==> src/rtl/ram_loader_if.sv <==
// ram_loader_if: incoming word stream and RAM write port of the loader.
interface ram_loader_if #(
    parameter int WIDTH = 8
);
    logic             in_valid;
    logic [WIDTH-1:0] in_data;
    logic             in_ready;
    logic [WIDTH-1:0] ram_addr;
    logic [WIDTH-1:0] ram_data;
    logic             ram_we;
    modport slave  (input  in_valid, in_data, output in_ready, ram_addr, ram_data, ram_we);
    modport master (output in_valid, in_data, input  in_ready, ram_addr, ram_data, ram_we);
endinterface

==> src/rtl/ram_loader.sv <==
// ram_loader: streams words into RAM from base_addr, holding the CPU off and summing what it wrote.
module ram_loader #(
    parameter int ADDRESS_WIDTH = 4,
    parameter int WIDTH         = 8,
    parameter int MEMORY_SIZE   = 1 << ADDRESS_WIDTH
) (
    input  logic                     clk,
    input  logic                     rst,
    input  logic                     start_i,
    input  logic                     abort_i,
    input  logic [ADDRESS_WIDTH-1:0] base_addr_i,
    input  logic [ADDRESS_WIDTH-1:0] load_len_i,
    ram_loader_if.slave              bus,
    output logic                     cpu_hold_o,
    output logic                     done_o,
    output logic [WIDTH-1:0]         checksum_o
);
    localparam int RW = $clog2(MEMORY_SIZE + 1);
    typedef enum logic [1:0] {IDLE, RECV, WRITE, DONE} state_t;
    state_t                   state_q, state_d;
    logic [ADDRESS_WIDTH-1:0] ptr_q, ptr_d;
    logic [RW-1:0]            rem_q, rem_d;
    logic [WIDTH-1:0]         data_q, data_d;
    logic [WIDTH-1:0]         sum_q, sum_d;
    always_ff @(posedge clk) begin
        if (rst) begin
            state_q <= IDLE;
            ptr_q   <= '0;
            rem_q   <= '0;
            data_q  <= '0;
            sum_q   <= '0;
        end else begin
            state_q <= state_d;
            ptr_q   <= ptr_d;
            rem_q   <= rem_d;
            data_q  <= data_d;
            sum_q   <= sum_d;
        end
    end
    always_comb begin
        state_d = state_q;
        ptr_d   = ptr_q;
        rem_d   = rem_q;
        data_d  = data_q;
        sum_d   = sum_q;
        case (state_q)
            IDLE: if (start_i && !abort_i) begin
                state_d = RECV;
                ptr_d   = base_addr_i;
                rem_d   = (load_len_i == '0) ? RW'(MEMORY_SIZE) : RW'(load_len_i);
                sum_d   = '0;
            end
            RECV: begin
                if (abort_i) state_d = IDLE;
                else if (bus.in_valid) begin
                    data_d  = bus.in_data;
                    state_d = WRITE;
                end
            end
            WRITE: begin
                // the write itself always lands; abort only decides where we go next
                sum_d   = sum_q + data_q;
                ptr_d   = (ptr_q == ADDRESS_WIDTH'(MEMORY_SIZE - 1)) ? '0 : ptr_q + 1'b1;
                rem_d   = rem_q - 1'b1;
                state_d = abort_i ? IDLE : (rem_q == RW'(1)) ? DONE : RECV;
            end
            default: state_d = IDLE;
        endcase
    end
    assign bus.in_ready = state_q == RECV;
    assign bus.ram_we   = state_q == WRITE;
    assign bus.ram_addr = WIDTH'(ptr_q);
    assign bus.ram_data = data_q;
    assign cpu_hold_o   = state_q != IDLE;
    assign done_o       = (state_q == DONE) && !abort_i;
    assign checksum_o   = sum_q;
endmodule

==> src/flat_wrapper.sv <==
// flat-port wrapper written by rule: the top's interface ports become plain ports
module ram_loader_flat 
#(
    parameter int ADDRESS_WIDTH = 4,
    parameter int WIDTH         = 8,
    parameter int MEMORY_SIZE   = 1 << ADDRESS_WIDTH
)
  (clk, rst, start_i, abort_i, base_addr_i, load_len_i, cpu_hold_o, done_o, checksum_o, bus_in_valid, bus_in_data, bus_in_ready, bus_ram_addr, bus_ram_data, bus_ram_we);
  ram_loader_if #(.WIDTH(WIDTH)) bus_i ();
  input  logic clk;
  input  logic rst;
  input  logic start_i;
  input  logic abort_i;
  input  logic [ADDRESS_WIDTH-1:0] base_addr_i;
  input  logic [ADDRESS_WIDTH-1:0] load_len_i;
  output logic cpu_hold_o;
  output logic done_o;
  output logic [WIDTH-1:0] checksum_o;
  input wire logic [$bits(bus_i.in_valid)-1:0] bus_in_valid;
  input wire logic [$bits(bus_i.in_data)-1:0] bus_in_data;
  output wire logic [$bits(bus_i.in_ready)-1:0] bus_in_ready;
  output wire logic [$bits(bus_i.ram_addr)-1:0] bus_ram_addr;
  output wire logic [$bits(bus_i.ram_data)-1:0] bus_ram_data;
  output wire logic [$bits(bus_i.ram_we)-1:0] bus_ram_we;
  assign bus_i.in_valid = bus_in_valid;
  assign bus_i.in_data = bus_in_data;
  assign bus_in_ready = bus_i.in_ready;
  assign bus_ram_addr = bus_i.ram_addr;
  assign bus_ram_data = bus_i.ram_data;
  assign bus_ram_we = bus_i.ram_we;
  ram_loader #(.ADDRESS_WIDTH(ADDRESS_WIDTH), .WIDTH(WIDTH), .MEMORY_SIZE(MEMORY_SIZE)) u_core (.clk(clk), .rst(rst), .start_i(start_i), .abort_i(abort_i), .base_addr_i(base_addr_i), .load_len_i(load_len_i), .bus(bus_i), .cpu_hold_o(cpu_hold_o), .done_o(done_o), .checksum_o(checksum_o));
endmodule
==> config.mk <==
export PLATFORM = sky130hd
export DESIGN_NAME = ram_loader_flat
export DESIGN_NICKNAME = d
export VERILOG_FILES = /design/src/rtl/ram_loader_if.sv /design/src/rtl/ram_loader.sv /design/src/flat_wrapper.sv
export SDC_FILE = /design/constraint.sdc
export NUM_CORES = 1
export LEC_CHECK = 0
export CAP_MARGIN = 0
export CORE_UTILIZATION = 30
export DETAILED_ROUTE_END_ITERATION = 12
export SKIP_LAST_GASP = 1
export SLEW_MARGIN = 10
export SYNTH_ARGS = -nofsm -noshare
export SYNTH_HDL_FRONTEND = slang
export SYNTH_SLANG_ARGS = --single-unit
==> constraint.sdc <==
create_clock -name clk -period 1.85 [get_ports clk]
set_clock_uncertainty 0.15 [all_clocks]
set_input_delay 0.2775 -clock clk [delete_from_list [all_inputs] [get_ports clk]]
set_output_delay 0.2775 -clock clk [all_outputs]
set_load 0.03 [all_outputs]
==> impl_metrics.json <==
{
  "critPathLaunchType": "register",
  "cts_max_level": 1,
  "multi_input_area_um2": 953,
  "seq_area_um2": 547,
  "layout-drive-gt1-share_pct": 18.0,
  "path_max_fanout": 2,
  "cap_viol_max_count": 0,
  "syn_avg_cell_area_um2": 8.65,
  "cts_root_buf": "clkbuf_8",
  "vias_per_cell": 4.73,
  "clock_latency_ns": 0.28,
  "fmax_mhz": 554,
  "ir_drop_mv": 0.360,
  "nets": 277,
  "worst_hold_slack_ns": 0.345,
  "power.total_mw": 1.20,
  "syn_to_final_growth_pct": 44.5,
  "synth-seq-cells": 27,
  "fin_util_pct": 45.0,
  "die_w_um": 74.8,
  "grt_overflow": 0,
  "ys_seq_area_share_pct": 34.0,
  "die_area_um2": 5600,
  "post-route-period-util_pct": 97.6,
  "path_class": "reg -> reg",
  "cp.arrival_ns": 1.83,
  "layout_common_cells": "clkdlybuf4s50_1 (30), dfxtp_1 (24), nor2_1 (23)",
  "grtUsageTotal_pct": 14.7,
  "fp.dieH_um": 74.8,
  "r2r_cells": 7,
  "first_global_vias": 1385,
  "core_region_area_um2": 5110,
  "cts_tree": "yes",
  "layout_commonest_cell": "clkdlybuf4s50_1",
  "drc_errors": 0,
  "internal_power_uw": 869,
  "numCtsBuffers": 3,
  "final_cells": 314,
  "place_ws_ns": 0.0130,
  "vias": 1486,
  "end_kind": "register",
  "antenna_left": 0,
  "synthArstFlopShare_pct": 0,
  "cts.clk_slew.worst_paths_ns": 0.10,
  "synth_edf_count": 0,
  "gp_congestion": 0.768,
  "drt_wl_total_um": 3760,
  "cts_sinks": 27,
  "startpoint": "u_core.bus.ram_data[0]",
  "cp_data_required_time_ns": 1.87,
  "antennaDiodeCount": 0,
  "setup_violations": 0,
  "initial_core_util_pct": 31.2,
  "crit_end": "u_core.checksum_o[6]",
  "portBuffers": 44,
  "dpl.hpwl_um": 2860,
  "syn_area_um2": 1590,
  "r2r_end": "u_core.checksum_o[6]",
  "seqPwrFrac_pct": 51.1,
  "p_clk_share_pct": 30.0,
  "dpl.cell_count": 310,
  "drv_slew": 0,
  "netlist_instances": 184,
  "rrSetupSlack_ns": 0.04,
  "drt_iter0_drc": 72,
  "ys_types": 44,
  "powerDensity_nw_per_um2": 523,
  "routedWlPerCell_um": 12.0,
  "firstDrtPassIters": 7,
  "yosys_warnings": 0,
  "cts_buffer_depth": 2,
  "p_sw_share_pct": 27.7,
  "p_leak_nw": 1.04,
  "fillers": 535,
  "hold_viol": 0,
  "grt_pass1_wl_um": 6360,
  "rows": 26,
  "pin_count": 49,
  "outcome": "complete, no violations",
  "grt_max_degree": 18,
  "period_needed_ns": 1.81,
  "r2r-start": "u_core.bus.ram_data[0]",
  "hold_class": "reg -> reg",
  "synth_flop_cell": "dfxtp_1",
  "fin_ws_ns": 0.0448,
  "rsz0062_at_grt": "yes",
  "grt_antenna_before_repair": 0,
  "p_switching_uw": 333,
  "power.share.combinational_pct": 18.9
}
logic make-up after synthesis:
group	Yosys count	share of synthesized area, %
buffers and inverters	19	7.39
xor gates and xnor gates	5	2.75
other	1	0.236
muxes	8	5.03
AOI/OAI and AO/OA	46	19.2
DFF	27	34.0
adders and majority gates	11	9.12
and+or+nand+nor	67	22.3
stage by stage:
stage | area [um2] | TNS (ns)
after floorplan | 1620 | 0
after global placement | 2230 | 0
after detailed placement | 2230 | 0
after CTS | 2280 | -0.00178
after global routing | 2300 | -0.0390
final | 2300 | 0
worst max-delay path, cell delays in order, from the launching register on:
cell and delay [ns]:
dfxtp_4 0.36, ha_2 0.19, fa_2 0.34, a21o_1 0.17, a21oi_2 0.16, o211ai_1 0.11
xnor2_1 0.14, o22ai_1 0.09
cell usage after synthesis, types with 5 or more instances:
cell type	count	area, um2
nand2_1	10	37.5
nand3_1	7	35.0
inv_1	6	22.5
a21oi_1	12	60.1
buf_4	6	45.0
nor3_1	7	35.0
mux2i_1	8	80.1
ha_1	10	125
nor2_1	23	86.3
a22oi_1	5	37.5
o21ai_0	8	40.0
dfxtp_1	27	541
power by group through the flow:
stage	Clock, mW	Combinational (mW)	Sequential, mW
2_1_floorplan	0	0.111	0.641
3_3_place_gp	0	0.230	0.627
3_5_place_dp	0	0.230	0.628
4_1_cts	0.379	0.230	0.615
5_1_grt	0.403	0.249	0.618
6_report	0.361	0.227	0.614
worst min-delay path by stage:
stage / start / end / cells past startpoint
after floorplan: abort_i / u_core.state_q[1] / 1
after global placement: u_core.rem_q[4] / u_core.rem_q[4] / 2
after detailed placement: u_core.rem_q[4] / u_core.rem_q[4] / 2
after CTS: u_core.rem_q[4] / u_core.rem_q[4] / 2
after global routing: u_core.rem_q[4] / u_core.rem_q[4] / 2
final: u_core.rem_q[4] / u_core.rem_q[4] / 2
metal layers:
metal / wire length, um / global-route usage (%) / vias to the layer above
li1: - / - / 774
met1: 1890 / 20.2 / 683
met2: 1720 / 23.6 / 27
met3: 132 / 2.95 / 2
met4: 22 / 3.77 / 0
met5: 0 / 0 / -
cell type report:
type | count | area share, %
Clock buffer | 3 | 1.80
Clock inverter | 1 | 0.381
Timing Repair Buffer | 66 | 27.8
Tap cell | 70 | 3.81
Multi-Input combinational cell | 141 | 41.5
Sequential cell | 27 | 23.8
Inverter | 6 | 0.979
flip-flops by register name, summed over array words and instances (netlist names):
| register | flops |
|---|---|
| u_core.checksum_o | 8 |
| u_core.bus.ram_data | 8 |
| u_core.state_q | 2 |
| u_core.rem_q | 5 |
| u_core.ptr_q | 4 |
timing repair:
| action | 4_1_cts | 5_1_grt |
|---|---|---|
| resized for setup | 6 | 8 |
| pin swaps | 4 | 2 |
| setup endpoints to repair | 6 | 9 |
| hold buffers | 0 | 0 |
| buffers inserted | 0 | 0 |
No activity file was read; power rests on OpenSTA's default activity.
